==> src/rtl/wb_pkg.sv <==
// Shared types for the write-back port arbiter: FSM states, slot sources and a queued entry.
package wb_pkg;

  localparam int WB_B          = 32;
  localparam int WB_D          = 5;
  localparam int WB_DEPTH      = 4;
  localparam int WB_STARVE_MAX = 8;
  localparam int LVL_W         = $clog2(WB_DEPTH + 1);

  typedef enum logic {
    NORMAL = 1'b0,
    FORCE  = 1'b1
  } wb_state_t;

  typedef enum logic [1:0] {
    SRC_NONE = 2'd0,
    SRC_PIPE = 2'd1,
    SRC_AUX  = 2'd2
  } wb_src_t;

  typedef struct packed {
    logic [WB_D-1:0] waddr;
    logic [WB_B-1:0] wdata;
  } wb_entry_t;

endpackage

==> src/rtl/wb_fifo.sv <==
// Circular buffer for long-latency results; exports per-entry valid/address for hazard lookup.
module wb_fifo #(
  parameter int B     = 32,
  parameter int D     = 5,
  parameter int DEPTH = 4
) (
  input  logic                         clk,
  input  logic                         rst_n,
  input  logic                         push,
  input  logic [D-1:0]                 push_waddr,
  input  logic [B-1:0]                 push_wdata,
  input  logic                         pop,
  output logic [D-1:0]                 head_waddr,
  output logic [B-1:0]                 head_wdata,
  output logic [$clog2(DEPTH+1)-1:0]   level,
  output logic                         empty,
  output logic                         full,
  output logic [DEPTH-1:0]             ent_valid,
  output logic [DEPTH-1:0][D-1:0]      ent_waddr
);

  localparam int PW = $clog2(DEPTH);
  localparam int LW = $clog2(DEPTH + 1);

  logic [PW-1:0]           wr_ptr;
  logic [PW-1:0]           rd_ptr;
  logic [LW-1:0]           level_q;
  logic [DEPTH-1:0]        valid_q;
  logic [DEPTH-1:0][D-1:0] addr_q;
  logic [DEPTH-1:0][B-1:0] data_q;
  logic                    push_ok;
  logic                    pop_ok;

  assign empty   = (level_q == '0);
  assign full    = (level_q == LW'(DEPTH));
  assign push_ok = push && !full;
  assign pop_ok  = pop && !empty;

  always_ff @(posedge clk or negedge rst_n) begin
    if (!rst_n) begin
      wr_ptr  <= '0;
      rd_ptr  <= '0;
      level_q <= '0;
      valid_q <= '0;
      addr_q  <= '0;
    end else begin
      if (pop_ok) begin
        rd_ptr          <= rd_ptr + 1'b1;
        valid_q[rd_ptr] <= 1'b0;
      end
      if (push_ok) begin
        wr_ptr          <= wr_ptr + 1'b1;
        valid_q[wr_ptr] <= 1'b1;
        addr_q[wr_ptr]  <= push_waddr;
      end
      case ({push_ok, pop_ok})
        2'b10:   level_q <= level_q + 1'b1;
        2'b01:   level_q <= level_q - 1'b1;
        default: level_q <= level_q;
      endcase
    end
  end

  // Payload needs no reset: it is only observed behind valid_q.
  always_ff @(posedge clk) begin
    if (push_ok) data_q[wr_ptr] <= push_wdata;
  end

  assign head_waddr = addr_q[rd_ptr];
  assign head_wdata = data_q[rd_ptr];
  assign level      = level_q;
  assign ent_valid  = valid_q;
  assign ent_waddr  = addr_q;

endmodule

==> src/rtl/wb_port_arbiter.sv <==
// Register-file write-port arbiter: pipeline write-back first, queued long-latency results in idle
// slots, starvation-forced one-cycle stall. Optional macro WB_BYPASS_EN: direct aux path when idle.
module wb_port_arbiter
  import wb_pkg::*;
#(
  parameter int B          = WB_B,
  parameter int D          = WB_D,
  parameter int DEPTH      = WB_DEPTH,
  parameter int STARVE_MAX = WB_STARVE_MAX
) (
  input  logic                       clk,
  input  logic                       rst_n,
  input  logic                       pipe_we,
  input  logic [D-1:0]               pipe_waddr,
  input  logic [B-1:0]               pipe_wdata,
  input  logic                       aux_valid,
  output logic                       aux_ready,
  input  logic [D-1:0]               aux_waddr,
  input  logic [B-1:0]               aux_wdata,
  input  logic [D-1:0]               chk_addr,
  output logic                       chk_pending,
  output logic                       stall_pipe,
  output logic                       rf_we,
  output logic [D-1:0]               rf_waddr,
  output logic [B-1:0]               rf_wdata,
  output logic [$clog2(DEPTH+1)-1:0] fifo_level
);

  localparam int CW = $clog2(STARVE_MAX + 1);

  wb_state_t               state_q, state_d;
  wb_src_t                 src;
  logic [CW-1:0]           cnt_q, cnt_d;
  logic                    push, pop;
  logic [D-1:0]            sel_waddr;
  logic [B-1:0]            sel_wdata;
  logic [D-1:0]            head_waddr;
  logic [B-1:0]            head_wdata;
  logic                    empty, full;
  logic [DEPTH-1:0]        ent_valid;
  logic [DEPTH-1:0][D-1:0] ent_waddr;
  logic                    hit;

  // Handshake: an aux result transfers on a cycle where aux_valid && aux_ready; the producer holds
  // its data while aux_ready is low. aux_ready depends only on FIFO occupancy, never on aux_valid.
  assign aux_ready = !full;

  wb_fifo #(.B(B), .D(D), .DEPTH(DEPTH)) u_fifo (
    .clk        (clk),
    .rst_n      (rst_n),
    .push       (push),
    .push_waddr (aux_waddr),
    .push_wdata (aux_wdata),
    .pop        (pop),
    .head_waddr (head_waddr),
    .head_wdata (head_wdata),
    .level      (fifo_level),
    .empty      (empty),
    .full       (full),
    .ent_valid  (ent_valid),
    .ent_waddr  (ent_waddr)
  );

  always_comb begin
    src       = SRC_NONE;
    sel_waddr = head_waddr;
    sel_wdata = head_wdata;
    pop       = 1'b0;
    push      = aux_valid && aux_ready;
    if (state_q == FORCE) begin
      // Pipeline is frozen this cycle; it re-presents its write next cycle.
      if (!empty) begin
        src = SRC_AUX;
        pop = 1'b1;
      end
    end else if (pipe_we) begin
      src       = SRC_PIPE;
      sel_waddr = pipe_waddr;
      sel_wdata = pipe_wdata;
    end else if (!empty) begin
      src = SRC_AUX;
      pop = 1'b1;
    end
`ifdef WB_BYPASS_EN
    else if (aux_valid) begin
      src       = SRC_AUX;
      sel_waddr = aux_waddr;
      sel_wdata = aux_wdata;
      push      = 1'b0;
    end
`endif
  end

  always_comb begin
    state_d = NORMAL;
    cnt_d   = (pop || empty) ? '0 : cnt_q + 1'b1;
    if (state_q == NORMAL && !empty && !pop && cnt_q == CW'(STARVE_MAX - 1)) begin
      state_d = FORCE;
    end
  end

  always_ff @(posedge clk or negedge rst_n) begin
    if (!rst_n) begin
      state_q <= NORMAL;
      cnt_q   <= '0;
    end else begin
      state_q <= state_d;
      cnt_q   <= cnt_d;
    end
  end

  assign stall_pipe = (state_q == FORCE);

  // Writes to r0 still consume their slot (and their FIFO entry) but never reach the regfile.
  always_ff @(posedge clk or negedge rst_n) begin
    if (!rst_n) begin
      rf_we    <= 1'b0;
      rf_waddr <= '0;
      rf_wdata <= '0;
    end else begin
      rf_we <= (src != SRC_NONE) && (sel_waddr != '0);
      if (src != SRC_NONE) begin
        rf_waddr <= sel_waddr;
        rf_wdata <= sel_wdata;
      end
    end
  end

  always_comb begin
    hit = 1'b0;
    for (int i = 0; i < DEPTH; i++) begin
      if (ent_valid[i] && ent_waddr[i] == chk_addr) hit = 1'b1;
    end
  end

  assign chk_pending = hit && (chk_addr != '0);

endmodule

==> config.mk <==
export PLATFORM = sky130hd
export DESIGN_NAME = wb_port_arbiter
export DESIGN_NICKNAME = d
export VERILOG_FILES = /design/src/rtl/wb_pkg.sv /design/src/rtl/wb_fifo.sv /design/src/rtl/wb_port_arbiter.sv
export SDC_FILE = /design/constraint.sdc
export NUM_CORES = 1
export LEC_CHECK = 0
export ABC_AREA = 1
export ABC_CLOCK_PERIOD_IN_PS = 3300
export CAP_MARGIN = 30
export CORE_UTILIZATION = 35
export DETAILED_ROUTE_END_ITERATION = 10
export HOLD_SLACK_MARGIN = 0.02
export PLACE_DENSITY = 0.59
export SYNTH_ARGS = -nofsm -noshare
export SYNTH_HDL_FRONTEND = slang
export SYNTH_SLANG_ARGS = --single-unit
==> constraint.sdc <==
create_clock -name clk -period 3.3 [get_ports clk]
set_clock_uncertainty 0.15 [all_clocks]
set_input_delay 0.66 -clock clk [delete_from_list [all_inputs] [get_ports clk]]
set_output_delay 0.66 -clock clk [all_outputs]
set_load 0.005 [all_outputs]
==> summary.txt <==
Timing
  • Final hold violations: 0
  • Slew @ Worst Pin: 0.835 ns
  • Final period util: 96.3%
  • Peak Freq: roughly 310 MHz
  • Tmin final: 3.18 ns
  • Final setup viols: 0
  • Unrepaired setup endpoints after global routing: false
  • Slew HR: 44.3%
  • Setup TNS: 0 ns
  • Final Max Tran Viols: 0

Logic synthesis
  • Post-synthesis sequential element count: 202
  • Syn nets: 855
  • Top cells by area, synth: edfxtp_1, dfrtp_1, o211ai_1, nand2_1, o21ai_0
  • Gate Count Post-Synth: about 760
  • Post-Syn Area: between 8000 and 9000 um2
  • Yosys warns: 0
  • Synth unique cells: 29
  • Largest area contributor in the netlist: edfxtp_1
  • Seq/Total Area, Yosys: about two thirds
  • Share of the synthesized area in the top cell type: between 40% and 50%
  • Avg Cell Area, Syn: 11.3 um2

Route
  • Pre-antenna DRT Iters: 6
  • Residual DRC: 0
  • First DRT Iteration DRCs: 382
  • DR vias: 5882
  • Via density: between 4 and 5
  • Post-DR wirelength/cell: ~17 um
  • Detailed-route wire length: about 21000 um
  • Post-DRT Antenna Nets: 0

Setup path
  • Crit path capture type: primary output
  • Register-to-register setup slack: 1.11 ns
  • Startpoint types: primary input
  • Worst Path Arrival: 2.37 ns
  • Kind of critical path: in2out
  • Required time worst endpoint: around 2.5 ns
  • Worst R2R Path Depth: 10
  • Crit Path Max Fanout: 5

Final layout
  • Final core occ: 45.2%
  • Fraction of layout cells with a size suffix above 1: 8.56%
  • Commonest non-fill, non-tap cell in the layout: nand2_1
  • Most frequent cells in the layout: nand2_1, edfxtp_1, clkdlybuf4s50_1
  • Area delta synth->final: 27.1%
  • Final nets: 978
  • Ant. Diodes: 0
  • Post-route cell area: 11000 um2

Floorplanning
  • Core region area: roughly 24000 um2
  • # IOs: between 100 and 150
  • Num rows: 57
  • Die area: between 20000 and 30000 um2
  • Die height: between 150 and 200 um
  • Die Width: between 150 and 200 um
  • Starting density of the core: 35.6%

Clock tree
  • Clock Path Buffers: 3
  • Clock Latency Late Sink: approximately 0.5 ns
  • Cts bufs inserted: 22
  • Setup repair bufs after CTS: 0
  • Clk root buf: clkbuf_16
  • Clk slew on worst S/H paths: around 0.060 ns
  • CTS sink cnt: about 200
  • H-Tree Depth: 1
  • TritonCTS clock tree: done

Placement
  • RD Place Congestion: between 0.8 and 0.9
  • Area after DPL: 10200 um2
  • I/O Buffers: roughly 130
  • HPWL Detailed: 12400 um

Run
  • Max_cap viols: 0

GRT
  • First-pass GRT wire length: 32400 um
  • Grt ovf: 0
  • Initial antenna violation count: 0
  • Vias in the first global route: roughly 5700
  • Largest net degree at the start of global routing: 77
  • Total GRT Usage: 16.4%

Power and ir drop
  • Lkg Pwr: 4.15 nW
  • Power per cell area: about 850 nW/um2
  • VDD IR max: between 400 and 500 uV

Hold path
  • Hold Crit Class: reg2reg
  • Hold Crit Depth: 1

Outcome
  • Status: complete, no violations
-- power by group --
part | total, mW | internal (mW) | switching [mW]
logic | 3.10 | 1.33 | 1.77
registers | 3.84 | 3.47 | 0.374
clock network | 2.41 | 1.44 | 0.973
total | 9.35 | 6.24 | 3.11
-- cells in the mapped netlist (all sizes together) --
cell type and count:
nand2 153, edfxtp 128, o211ai 96, dfrtp 74, o21ai 66, nor2 63
inv 47, buf 34, or2 34, nand3 22, clkbuf 10, ha 10
nor3 8, xor2 7, a21oi 3, o22ai 3, fa 1, nor3b 1
xnor2 1
-- kinds of logic (layout without fill, tap and decap cells) --
logic type,count (synthesis),count (layout),share of synthesized area (%)
simple gates,281,281,14.0
buf+inv,91,230,4.97
compound gates,168,168,12.6
flops,202,202,66.0
fa+ha+maj,11,11,1.68
xor+xnor,8,8,0.812
-- worst max-delay path, cell delays in order --
cell	delay, ns
clkdlybuf4s50_1	0.52
inv_1	0.16
nor2_1	0.05
nor3_1	0.19
nand3_1	0.10
nand2_1	0.07
nor2_1	0.04
nor2_1	0.07
clkdlybuf4s50_1	0.50
-- layout make-up --
cell class | count | area (um2)
Fill cell | 2268 | 13300
Inverter | 47 | 176
Multi-Input combinational cell | 468 | 2500
Clock buffer | 32 | 649
Sequential cell | 202 | 5700
Timing Repair Buffer | 143 | 1470
Tap cell | 324 | 405
Clock inverter | 8 | 63.8
-- timing repair --
item                                   CTS  global route
hold buffers                             1             0
setup endpoints to repair                0             1
endpoints found under the hold margin   34             0
resized for setup                        0             6
-- state kept, by name, summed over array words and instances (netlist names) --
register / flops
u_fifo.rd_ptr: 2
rf_wdata: 32
u_fifo.level: 3
stall_pipe: 1
u_fifo.ent_waddr: 20
cnt_q: 4
u_fifo.ent_valid: 4
u_fifo.data_q: 128
rf_we: 1
u_fifo.wr_ptr: 2
rf_waddr: 5
-- per-layer routing --
metal  global-route usage, %  share of wire, %  wire length (um)
met1                    22.3                45              9370
met2                    27.2                47              9730
met3                    3.00               5.1              1040
met4                    4.41               2.3               470
met5                       0                 0                 0
-- through the flow --
stage          std cells  total power, mW  setup slack, ns  hold WS [ns]
3_3_place_gp        1183             7.00           0.0734         0.292
4_1_cts             1224             9.48           0.0654         0.317
6_report            1224             9.35            0.122         0.312
5_1_grt             1224             9.95          0.00659         0.324
2_1_floorplan        761             5.67            0.928         0.214
3_5_place_dp        1183             7.04           0.0746         0.306
-- final timing paths --
check | end | from
min | stall_pipe | cnt_q[3]
max reg2reg | u_fifo.level[2] | u_fifo.level[0]
max | chk_pending | chk_addr[4]
max in group asynchronous | rf_wdata[26] | rst_n
min in group asynchronous | u_fifo.ent_waddr[12] | rst_n
min reg2reg | stall_pipe | cnt_q[3]
(Power assumes the default switching activity.)
